<file path="src/rtl/gate_input_debouncer_4ch.sv">
// gate_input_debouncer_4ch
//
// Purpose: conditions four raw asynchronous inputs (switches, buttons,
// external pins) for the 4-input NAND gate downstream. Each channel is
// synchronized with two flops, debounced by an 8-bit stability counter and
// optionally inverted before driving the gate inputs.
//
// Parameters:
//   DebounceCycles  consecutive enabled cycles the synchronized input must
//                   differ from the held state before it is accepted (1..255)
//   InvertMask      bit n-1 set inverts Output_n
//
// Ports:
//   Clock               design clock, rising edge
//   Reset               synchronous, active-high reset
//   ClockEnable         freezes counters, held state and pulses when low;
//                       the synchronizer flops keep sampling
//   Raw_1..Raw_4        asynchronous raw inputs
//   Output_1..Output_4  debounced level XOR InvertMask bit
//   Changed_1..4        one-cycle pulse when a channel's held state flips
//   Stable              every counter idle and no change pending

module gate_input_debouncer_4ch #(
    parameter int unsigned DebounceCycles = 4,
    parameter logic [3:0]  InvertMask     = 4'b0000
) (
    input  logic Clock,
    input  logic Reset,
    input  logic ClockEnable,
    input  logic Raw_1,
    input  logic Raw_2,
    input  logic Raw_3,
    input  logic Raw_4,
    output logic Output_1,
    output logic Output_2,
    output logic Output_3,
    output logic Output_4,
    output logic Changed_1,
    output logic Changed_2,
    output logic Changed_3,
    output logic Changed_4,
    output logic Stable
);

    localparam logic [7:0] CntLast = 8'(DebounceCycles - 1);

    logic [3:0] raw;
    logic [3:0] sync1_q;
    logic [3:0] sync2_q;
    logic [3:0] state_q, state_d;
    logic [3:0] chg_q, chg_d;
    logic [7:0] cnt_q [4];
    logic [7:0] cnt_d [4];
    logic [3:0] settled;

    assign raw = {Raw_4, Raw_3, Raw_2, Raw_1};

    // Any cycle where the synchronized input matches the held state clears
    // the counter, so glitches never accumulate toward an accept.
    always_comb begin
        state_d = state_q;
        chg_d   = '0;
        for (int ch = 0; ch < 4; ch++) begin
            cnt_d[ch] = cnt_q[ch];
        end
        if (ClockEnable) begin
            for (int ch = 0; ch < 4; ch++) begin
                if (sync2_q[ch] == state_q[ch]) begin
                    cnt_d[ch] = '0;
                end else if (cnt_q[ch] == CntLast) begin
                    state_d[ch] = sync2_q[ch];
                    cnt_d[ch]   = '0;
                    chg_d[ch]   = 1'b1;
                end else begin
                    cnt_d[ch] = cnt_q[ch] + 8'd1;
                end
            end
        end
    end

    always_ff @(posedge Clock) begin
        if (Reset) begin
            sync1_q <= '0;
            sync2_q <= '0;
            state_q <= '0;
            chg_q   <= '0;
            for (int ch = 0; ch < 4; ch++) begin
                cnt_q[ch] <= '0;
            end
        end else begin
            // Synchronizer runs every edge, independent of ClockEnable.
            sync1_q <= raw;
            sync2_q <= sync1_q;
            state_q <= state_d;
            chg_q   <= chg_d;
            for (int ch = 0; ch < 4; ch++) begin
                cnt_q[ch] <= cnt_d[ch];
            end
        end
    end

    always_comb begin
        settled = '0;
        for (int ch = 0; ch < 4; ch++) begin
            settled[ch] = (cnt_q[ch] == 8'd0) && (sync2_q[ch] == state_q[ch]);
        end
    end

    assign Output_1  = state_q[0] ^ InvertMask[0];
    assign Output_2  = state_q[1] ^ InvertMask[1];
    assign Output_3  = state_q[2] ^ InvertMask[2];
    assign Output_4  = state_q[3] ^ InvertMask[3];
    assign Changed_1 = chg_q[0];
    assign Changed_2 = chg_q[1];
    assign Changed_3 = chg_q[2];
    assign Changed_4 = chg_q[3];
    assign Stable    = &settled;

endmodule

</file>
<file path="config.mk">
export PLATFORM = sky130hd
export DESIGN_NAME = gate_input_debouncer_4ch
export DESIGN_NICKNAME = d
export VERILOG_FILES = /design/src/rtl/gate_input_debouncer_4ch.sv
export SDC_FILE = /design/constraint.sdc
export NUM_CORES = 1
export LEC_CHECK = 0
export ABC_AREA = 1
export CAP_MARGIN = 0
export CORE_ASPECT_RATIO = 1.4
export CORE_UTILIZATION = 59
export CTS_CLUSTER_SIZE = 20
export DETAILED_ROUTE_END_ITERATION = 8
export PLACE_DENSITY = 0.89
export SETUP_SLACK_MARGIN = 0.02
export SLEW_MARGIN = 5
export SYNTH_ARGS = -nofsm -noshare
export SYNTH_HDL_FRONTEND = slang
export SYNTH_SLANG_ARGS = --single-unit
</file>
<file path="constraint.sdc">
create_clock -name Clock -period 1.7 [get_ports Clock]
set_input_delay 0.255 -clock Clock [delete_from_list [all_inputs] [get_ports Clock]]
set_output_delay 0.255 -clock Clock [all_outputs]
set_load 0.02 [all_outputs]
</file>
======== Word level (Yosys, flattened, before mapping) ========
Memory sizes are Yosys's and may differ from the RTL's.
Index checks and enable logic that the tools add are counted.
word-level totals
  input port bits ......................... 7
  ROM bits ................................ 0
  output and inout port bits .............. 9
  RAM bits ................................ 32
  memories ................................ 1
  register bits ........................... 16
  bits in latches ......................... 0
  logic and storage cells ................. 69
cells by class
  muxes and demuxes ....................... 20
  reduce and logical (&&, ||, !) cells .... 17
  order comparisons ....................... 0
  bitwise gates (word level) .............. 9
  add/sub/neg operators ................... 4
  $mul .................................... 0
  shift operators ......................... 0
  eq/ne operators ......................... 8
  div/mod/pow operators ................... 0
memories
  name   depth  width  read ports  clocked after Yosys merged registers in  wr ports  RTL line  source
  cnt_q  4      8      4           0                                        4         52        logic [7:0] cnt_q [4];
operator list
  cell                                            count
  2-to-1 mux 8 bit                                12
  adder 8 x 1 -> 8 bit (second input constant)    4
  == test 8 x 2 -> 1 bit (second input constant)  4
  logical NOT 8 bit                               4
  2-to-1 mux 32 bit                               1
  AND reduction 3 bit                             4
  OR reduction 3 bit                              4
  2-to-1 mux 1 bit                                7
  inverter 1 bit                                  5
  == test 1 bit                                   4
  logical AND 1 bit                               4
  bitwise OR 1 bit                                4
  AND reduction 4 bit                             1

======== Longest topological paths before layout ========
  word-level depth ........................ 5
  gate-level depth with buffers ........... 8
  mapped depth without buffers ............ 8

======== Worst setup path before layout ========
No wires, ideal clock.
  kind .................................... reg-to-output
  start ................................... memory cnt_q[0][0]
  end ..................................... output Stable
  path slack .............................. 289 ps
  cell stages (with the launch flop) ...... 9
  data required time ...................... 1,445 ps
  path buffers ............................ 0
  arrival ................................. 1,156 ps
  cells stage by stage .................... dfxtp_1 inv_1 ha_1 nand2_1 nor2_1 nand3_1 nor2_1 nand2_1 nor2_1
RTL lines
  item                RTL line  source
  start: declaration  52
  end: declaration    42        output logic Stable

==> impl_results.md <==
* I/O Buffers at 15
* # nets final at 446
* CP bufs+invs at 2
* Most frequent cells in the layout: nand2_1 (99), nor2_1 (50), dfxtp_1 (42)
* CTS max path bufs at 2
* GPL Wtd Cong at 0.8350
* WL per Instance at 15.45 µm
* CP cell instances: inv_2, ha_4, nand2_2, nor2_2, nand3_1, nor2_1, nand2_1, nor2_2, buf_6
* Startpoint types: register
* Hold_buf cts at 0
* Die area at 4684 µm²
* Dpl hpwl at 4114 µm
* CTS tree: yes
* Synth Net Count at 394
* Period minus WS final at 1.841 ns
* N_diodes at 0
* Critical Path Most Common Cell: nor2_2
* Total track usage at 30.55%
* Failing checks: setup timing
* Crit-path leading delay family: simple AND/OR/NAND/NOR gates
* CTS buffer count at 5
* Worst setup margin at -0.1405 ns
* Yosys warnings at 0
* Die Y at 80.59 µm
* Simple-gate area share of the yosys netlist at 35.14%
* Post-DP Area at 3055 µm²
* Pins Over Slew Limit at 0
* Slowest library cell on the worst path: dfxtp_2
* GR Overflow Total at 0
* Maxcap violations at 0
* Placed insts at 477
* Die X-Extent at 58.13 µm
* # H-tree levels at 2
* Final period utilization at 108.3%
* First-pass GRT wire length at 10810 µm
* # IOs at 16
* Multiplexer area fraction after synthesis at 0%
* Worst slew pin tran at 0.3974 ns
* Synth Instances at 375
* Commonest non-fill, non-tap cell in the layout: nand2_1
* Pre-Repair DR Iteration Count at 5
* Design Area, Final at 3247 µm²
* Vias per cell at 5.584
* Status: finished, violations left
* EDFF count, synth at 0
* DRT iter0 DRCs at 217
* Crit Path Max Fanout at 2
* Setup violators final at 1
* Layout cell share with drive strength beyond 1 at 22.43%
* Nature of the critical path endpoint: output port
* Largest family of logic cells by synthesized area: simple AND/OR/NAND/NOR gates
* Xor/xnor share of the synthesized area at 4.712%
* Final core utilization at 76.59%
* Slowest stage delay, CP at 0.34 ns
* Fin. Hold Viols at 0
* CP arrival at 1.59 ns
* Setup Crit Path Kind: register to output port
* DRC at 0
* Starting Density at 61.39%
* ANT nets after route at 0
* Sequential fraction of the synthesis area at 36.92%
* Clk slew on worst S/H paths at 0.10 ns
* Mapped Avg Cell Area at 6.940 µm²
* CP required at 1.44 ns
* Vias in the first global route at 2488
* Max Clock Freq at 0.5433 GHz
* Distinct cells, synth at 30
* Complex-gate fraction of the synthesized area at 7.115%
* Synth Cell Area at 2602 µm²
* Peak supply drop at 0.7052 mV
* Leak Pwr at 1.417 nW
* Core region area at 4239 µm²
* CTS root buf: clkbuf_8
* Hold/Removal Path Class: register to register
* Worst-Skew Late Latency at 0.31 ns
* Area Overhead vs Synth at 24.76%
* Non-Filler Instances at 488
* Initial antenna violation count at 0
* Share of synthesized flip-flops with an asynchronous set or reset at 0%
* Largest net degree at the start of global routing at 20
* Vias at 2725
* Synth Flop Type: dfxtp_1
* Power per cell area at 682.4 nW/µm²
* Clk sinks at 48
* Adder-Cell Fraction of Synth Area at 5.769%
* Final setup skew at 0.005677 ns
* Final wirelength at 7542 µm
* Slew Limit Headroom at 73.26%
* FF+latch count, synth at 48
* Row count at 28
* RSZ-0062 raised after global routing: yes
==> cell usage after synthesis (5+ instances only) <==
master     n  area share [%]
xnor2_1    6             2.0
nor2_1    52             7.5
o21ai_0    5            0.96
nand2_2    7             1.7
nor2_4     6             2.6
xor2_1     8             2.7
inv_2      5            0.72
nand2_1  100              14
a21oi_1   21             4.0
dfxtp_1   48              37
ha_1      12             5.8
nand3_1   26             5.0
inv_1     46             6.6
buf_2      5            0.96
==> cell families (layout without fill, tap and decap cells) <==
kind of cell	Yosys count	count (layout)
fa+ha+maj	12	12
compound gates	33	33
simple gates	205	205
buf+inv	63	116
xor+xnor	14	14
flops	48	48
==> timing repair <==
item	in CTS	in global routing
resized for setup	15	12
pin swaps	5	4
buffers inserted	1	2
endpoints found under the setup margin	1	1
==> metrics by stage <==
step	hold WS (ns)	power (mW)	setup slack, ns	TNS [ns]
after floorplan	0.3620	1.271	0.2894	0
after global placement	0.3913	1.330	-0.1459	-0.1459
after global routing	0.4316	2.275	-0.2468	-0.2468
after detailed placement	0.3963	1.335	-0.1596	-0.1596
after CTS	0.4096	2.176	-0.04707	-0.04707
final	0.4088	2.216	-0.1405	-0.1405
==> metal layers <==
| metal | vias up | GRT usage, % | part of all wire, % |
|---|---|---|---|
| met3 | 61 | 6.602 | 6.9 |
| met1 | 1261 | 31.57 | 35 |
| li1 | 1253 | - | - |
| met5 | - | 0 | 0 |
| met4 | 0 | 18.10 | 7.9 |
| met2 | 150 | 55.17 | 50 |
==> where the power goes <==
group / leakage [nW] / switching (mW) / internal (mW)
clock: 0.0548 / 0.424 / 0.443
combinational: 0.971 / 0.118 / 0.0813
sequential: 0.392 / 0.00944 / 1.14
==> sequential cells by signal, indices dropped and copies added (netlist names) <==
name,cells
sync1_q,4
sync2_q,4
chg_q,4
cnt_q,32
state_q,4
==> worst min-delay path: stages (launching register included) <==
cell     delay (ns)
dfxtp_1        0.31
inv_1          0.04
nor2_1         0.03
==> final timing paths <==
path | start | endpoint | slack, ns | cells past startpoint
worst max register to register | cnt_q[3][0]$_SDFFE_PP0P_ | cnt_q[3][3]$_SDFFE_PP0P_ | 0.21 | 8
worst min register to register | sync1_q[3]$_SDFF_PP0_ | sync2_q[3]$_SDFF_PP0_ | 0.41 | 2
worst min-delay path | sync1_q[3]$_SDFF_PP0_ | sync2_q[3]$_SDFF_PP0_ | 0.41 | 2
worst max-delay path | cnt_q[0][0]$_SDFFE_PP0P_ | Stable | -0.14 | 9
==> layout make-up <==
type                       count  area [µm²]
clock buffer                   5       68.82
sequential                    48       968.4
multi-input combinational    264        1418
tap                           60       75.07
clock inverter                 3       46.29
fill                         262       992.2
inverter                      51       191.4
timing repair buffer          57       479.2
Note: power is estimated with default switching activity, not from simulation.
